**src/rtl/sram_arbiter.sv**
```systemverilog
// Shares one SRAM between the fi2-high cart bus and the fi2-low uc byte port.
// Latency: cart 3 clk sync/decode + CYCLE_LEN access; uc starts 3 clk after fi2 fall. Backpressure: uc via 4-phase req/ack, cart deferred once.
`timescale 1ns/1ps
module sram_arbiter #(
    parameter int ADDR_W    = 15,
    parameter int DATA_W    = 8,
    parameter int CYCLE_LEN = 4
) (
    input  logic              clk,
    input  logic              reset_n,
    input  logic              fi2,
    input  logic              cart_rd_req,
    input  logic              cart_wr_req,
    input  logic [ADDR_W-1:0] cart_addr,
    input  logic [DATA_W-1:0] cart_wdata,
    output logic [DATA_W-1:0] cart_rdata,
    output logic              cart_done,
    input  logic              uc_req,
    input  logic              uc_we,
    input  logic [ADDR_W-1:0] uc_addr,
    input  logic [DATA_W-1:0] uc_wdata,
    output logic [DATA_W-1:0] uc_rdata,
    output logic              uc_ack,
    output logic [ADDR_W-1:0] ram_addr,
    output logic [DATA_W-1:0] ram_dout,
    output logic              ram_drive,
    input  logic [DATA_W-1:0] ram_din,
    output logic              ram_oe_n,
    output logic              ram_we_n,
    output logic              overlap_err
);
    localparam int PW = (CYCLE_LEN > 4) ? 3 : 2;
    localparam logic [PW-1:0] LAST    = PW'(CYCLE_LEN - 1);
    localparam logic [PW-1:0] RD_LAT  = PW'(CYCLE_LEN - 2);

    typedef enum logic [2:0] {S_IDLE, S_CART_RD, S_CART_WR, S_UC_RD, S_UC_WR} state_t;

    state_t            r_state;
    logic [PW-1:0]     r_phase;
    logic              r_fi2_s1, r_fi2_s2, r_fi2_h;
    logic              r_cart_pending, r_pending_we;
    logic [ADDR_W-1:0] r_pend_addr;
    logic [DATA_W-1:0] r_pend_wdata;

    logic          w_rise, w_fall, w_cart_req, w_uc_busy, w_is_wr, w_is_cart;
    logic [PW-1:0] w_phase_nxt;

    assign w_rise      = r_fi2_s2 & ~r_fi2_h;
    assign w_fall      = ~r_fi2_s2 & r_fi2_h;
    assign w_cart_req  = cart_rd_req | cart_wr_req;
    assign w_uc_busy   = (r_state == S_UC_RD) || (r_state == S_UC_WR);
    assign w_is_wr     = (r_state == S_CART_WR) || (r_state == S_UC_WR);
    assign w_is_cart   = (r_state == S_CART_RD) || (r_state == S_CART_WR);
    assign w_phase_nxt = r_phase + 1'b1;

    always_ff @(posedge clk or negedge reset_n) begin
        if (!reset_n) begin
            r_state        <= S_IDLE;
            r_phase        <= '0;
            r_fi2_s1       <= 1'b0;
            r_fi2_s2       <= 1'b0;
            r_fi2_h        <= 1'b0;
            r_cart_pending <= 1'b0;
            r_pending_we   <= 1'b0;
            r_pend_addr    <= '0;
            r_pend_wdata   <= '0;
            ram_oe_n       <= 1'b1;
            ram_we_n       <= 1'b1;
            ram_drive      <= 1'b0;
            ram_addr       <= '0;
            ram_dout       <= '0;
            uc_ack         <= 1'b0;
            cart_done      <= 1'b0;
            overlap_err    <= 1'b0;
            cart_rdata     <= '0;
            uc_rdata       <= '0;
        end else begin
            r_fi2_s1  <= fi2;
            r_fi2_s2  <= r_fi2_s1;
            r_fi2_h   <= r_fi2_s2;
            cart_done <= 1'b0;
            if (uc_ack && !uc_req)
                uc_ack <= 1'b0;

            if (r_state == S_IDLE) begin
                r_phase <= '0;
                if (w_rise && cart_wr_req) begin
                    r_state   <= S_CART_WR;
                    ram_addr  <= cart_addr;
                    ram_dout  <= cart_wdata;
                    ram_drive <= 1'b1;
                end else if (w_rise && cart_rd_req) begin
                    r_state  <= S_CART_RD;
                    ram_addr <= cart_addr;
                    ram_oe_n <= 1'b0;
                end else if (r_cart_pending) begin
                    r_cart_pending <= 1'b0;
                    ram_addr       <= r_pend_addr;
                    if (r_pending_we) begin
                        r_state   <= S_CART_WR;
                        ram_dout  <= r_pend_wdata;
                        ram_drive <= 1'b1;
                    end else begin
                        r_state  <= S_CART_RD;
                        ram_oe_n <= 1'b0;
                    end
                end else if (w_fall && uc_req && !uc_ack) begin
                    ram_addr <= uc_addr;
                    if (uc_we) begin
                        r_state   <= S_UC_WR;
                        ram_dout  <= uc_wdata;
                        ram_drive <= 1'b1;
                    end else begin
                        r_state  <= S_UC_RD;
                        ram_oe_n <= 1'b0;
                    end
                end
            end else begin
                // A cart edge during a uc access is deferred, not dropped.
                if (w_rise && w_cart_req && w_uc_busy) begin
                    r_cart_pending <= 1'b1;
                    r_pending_we   <= cart_wr_req;
                    r_pend_addr    <= cart_addr;
                    r_pend_wdata   <= cart_wdata;
                    overlap_err    <= 1'b1;
                end
                if (r_phase == LAST) begin
                    r_state   <= S_IDLE;
                    r_phase   <= '0;
                    ram_oe_n  <= 1'b1;
                    ram_we_n  <= 1'b1;
                    ram_drive <= 1'b0;
                end else begin
                    r_phase <= w_phase_nxt;
                    if (w_is_wr)
                        ram_we_n <= (w_phase_nxt == LAST);
                    if (!w_is_wr && r_phase == RD_LAT) begin
                        if (w_is_cart)
                            cart_rdata <= ram_din;
                        else
                            uc_rdata <= ram_din;
                    end
                    if (w_phase_nxt == LAST) begin
                        if (w_is_cart)
                            cart_done <= 1'b1;
                        else
                            uc_ack <= 1'b1;
                    end
                end
            end
        end
    end
endmodule

```
**config.mk**
```make
export PLATFORM = sky130hd
export DESIGN_NAME = sram_arbiter
export DESIGN_NICKNAME = d
export VERILOG_FILES = /design/src/rtl/sram_arbiter.sv
export SDC_FILE = /design/constraint.sdc
export NUM_CORES = 1
export LEC_CHECK = 0
export ABC_AREA = 0
export CORE_UTILIZATION = 51
export DETAILED_ROUTE_END_ITERATION = 12
export PLACE_DENSITY_LB_ADDON = 0.1
export SLEW_MARGIN = 20
export SYNTH_ARGS = -nofsm -noshare
export SYNTH_HDL_FRONTEND = slang
export SYNTH_SLANG_ARGS = --single-unit
```
**constraint.sdc**
```tcl
create_clock -name clk -period 4.19 [get_ports clk]
set_input_delay 0.838 -clock clk [delete_from_list [all_inputs] [get_ports clk]]
set_output_delay 0.838 -clock clk [all_outputs]
set_load 0.05 [all_outputs]
```
==> results.ini <==
[timing]
setup_viol=0
holdWs_ns=0.356
skew_ns=0.00921
rsz0062_at_grt=false
worst_pin_slew_ns=0.876
min_period_ns=2.85
setup_tns_ns=0
final-hold-violation-count=0
relSlewSlack_pct=41.5
clock.fmax_ghz=0.350
fin_crit_sh_pct=68.1
drv_slew=0

[setup_path]
cp_max_fo=26
crit_type=in2reg
required_ns=4.41
reg2reg_from=r_fi2_h
arrival_ns=3.08
crit_path_end_kind=flop
rrSetupSlack_ns=1.77
setup.worst_path.start_class=input pin
r2r_end=r_pend_wdata[7]
reg2reg_depth=4

[route]
viasPerCell=5.42
ant_nets=0
post-route-drc-count=0
dr.pass1.iters=4
wl_mm=7.61
wl_per_cell_um=16.1
vias=2563
drt_iter0_drc=87

[synthesis]
async_reset_ff_share_pct=100
yosys_most_used_dff=dfrtp_1
ys_seq_area_share_pct=52.6
avgSynthCellArea_um2=13.9
yosysTopAreaCell=dfrtp_1
ys_types=43
synth_edf_count=0
ys_ff_latch=78
synthTopCellsByArea=dfrtp_1 51%, mux2_2 18%, mux2_1 5.5%
synth_warnings=0
syn-num-nets=331
netlist_instances=268
netlist_area_um2=3720
synth_top_area_share_pct=51.2

[global_route]
grt_overflow=0
grt_usage_pct=21.4
grt_pass1_wl_mm=12.3
antenna_found_initial=0
grt_max_degree=79
grt_pass1_vias=2532

[clock_network]
clkTransAtPathRegs_ns=0.07
post_cts_buffers=0
clock_path_buffers=2
cts_hold_buf=0
htree_levels=3
cts_root_buffer=clkbuf_8
clock-sinks=78
clock_latency_ns=0.34
cts_tree=yes
ctsResizeCount=0
cts_buffers=9

[floorplanning]
initial_core_util_pct=53.8
placementRows=30
die_y_um=87.4
boundaryPins=106
core_um2=6910
die_area_um2=7630
die-width_um=87.4

[layout]
fin_util_pct=72.9
area_growth_pct=35.4
finalNonFillerCells=473
diodes=0
nets=435
drive_above_1_share_pct=25.7

[place]
place_hpwl_mm=5.23
dp.cells=456
io_buffers=105
gp_congestion=0.734

[worst_hold_path]
min_from=r_fi2_s1
whs_path_depth=0
min_path_type=reg2reg
holdPathEnd=r_fi2_s2

[power]
p_per_area_nw_per_um2=789
pwr-share-comb_pct=51.3
switching_power_mw=1.68
seqPwrFrac_pct=33.3
p_leak_nw=2.06
pwr-share-clk_pct=15.4
max-vdd-ir-drop_v=0.000418
power.share.switching_pct=42.3
internal_power_mw=2.29

[flow_run]
maxCapViolCount=0

[outcome]
run_status=complete, no violations

[state kept, by name (all words and copies together) (netlist names), 2 cells and up]
name,count
r_pend_addr,15
ram_addr,15
cart_rdata,8
r_pend_wdata,8
ram_dout,8
uc_rdata,8
r_state,3
r_phase,2
[worst max-delay path, stage by stage]
cell and delay [ns]:
clkdlybuf4s50_1 0.50, nor2_1 0.09, nor2_4 0.42, a21boi_4 0.81, mux2_2 0.41
[kinds of logic after synthesis]
| group | after synthesis | synth area share, % |
|---|---|---|
| multiplexers | 94 | 29.0 |
| flip-flops | 78 | 52.6 |
| AO/OA/AOI/OAI | 38 | 8.58 |
| buffers and inverters | 17 | 3.00 |
| adder cells (fa/ha/maj) | 2 | 0.673 |
| XOR/XNOR | 1 | 0.236 |
| AND/OR/NAND/NOR | 38 | 5.92 |
[cells in the final DEF, fill, tap and decap left out, types with 2 or more instances in the layout]
cell             instances
clkdlybuf4s50_1        104
dfrtp_1                 76
mux2_2                  60
mux2_1                  18
nor2_1                  12
nand2_1                  9
clkbuf_8                 9
mux2_4                   8
mux2i_1                  8
a31oi_1                  8
o22a_1                   8
o21ai_0                  4
a21o_1                   4
inv_1                    3
nor3_1                   3
nand3b_1                 3
nand2b_1                 2
o31ai_1                  2
ha_1                     2
clkinv_2                 2
bufinv_16                2
buf_4                    2
dfstp_2                  2
[worst max path at each step]
stage	from	to	slack [ns]	cells after the start
after global routing	cart_wr_req	r_pend_wdata[0]	1.17	5
after global placement	cart_wr_req	r_pend_addr[14]	1.0	5
after floorplan	cart_wr_req	ram_addr[10]	2.18	5
after detailed placement	cart_wr_req	r_pend_wdata[7]	0.96	5
final	cart_wr_req	r_pend_wdata[7]	1.34	5
after CTS	cart_wr_req	r_pending_we	1.32	5
[Yosys cell counts (all sizes together), types with 2 or more instances]
cell type and count:
buf 13, o31a 2, inv 3, a21boi 2, o21ai 4, a31oi 8
nand3b 3, o31ai 2, dfrtp 76, mux2i 8, ha 2, nor3 4
o22a 8, a21oi 2, nor2 13, nand2b 3, nand2 9, dfstp 2
mux2 86, a21o 4
[through the flow]
step | setup slack (ns) | total power, mW | cell area (um2)
floorplan | 2.18 | 2.75 | 3720
global placement | 1.00 | 3.33 | 4790
detailed placement | 0.959 | 3.38 | 4790
CTS | 1.32 | 4.00 | 5010
global route | 1.17 | 4.17 | 5030
finish | 1.34 | 3.97 | 5030
[per-layer routing]
metal | wire length, um | vias up | track usage, % | part of all wire (%)
met3 | 449 | 14 | 5.40 | 5.9
met5 | 0 | - | 0 | 0
met4 | 110 | 0 | 9.84 | 1.4
met2 | 3630 | 83 | 32.8 | 48
met1 | 3420 | 1267 | 28.4 | 45
li1 | - | 1199 | - | -
[power by group through the flow]
stage / Clock, mW / Sequential, mW / Combinational (mW)
floorplan: 0 / 2.02 / 0.731
global placement: 0 / 1.32 / 2.01
detailed placement: 0 / 1.33 / 2.05
CTS: 0.623 / 1.32 / 2.05
global route: 0.657 / 1.37 / 2.15
finish: 0.612 / 1.32 / 2.04
[cell type report]
type,count,area [um2]
Sequential cell,78,1950
Fill cell,485,1870
Multi-Input combinational cell,173,1650
Timing Repair Buffer,107,1080
Clock buffer,10,128
Tap cell,96,120
Clock inverter,6,86.3
Inverter,3,11.3
Note: power is estimated with default switching activity, not from simulation.
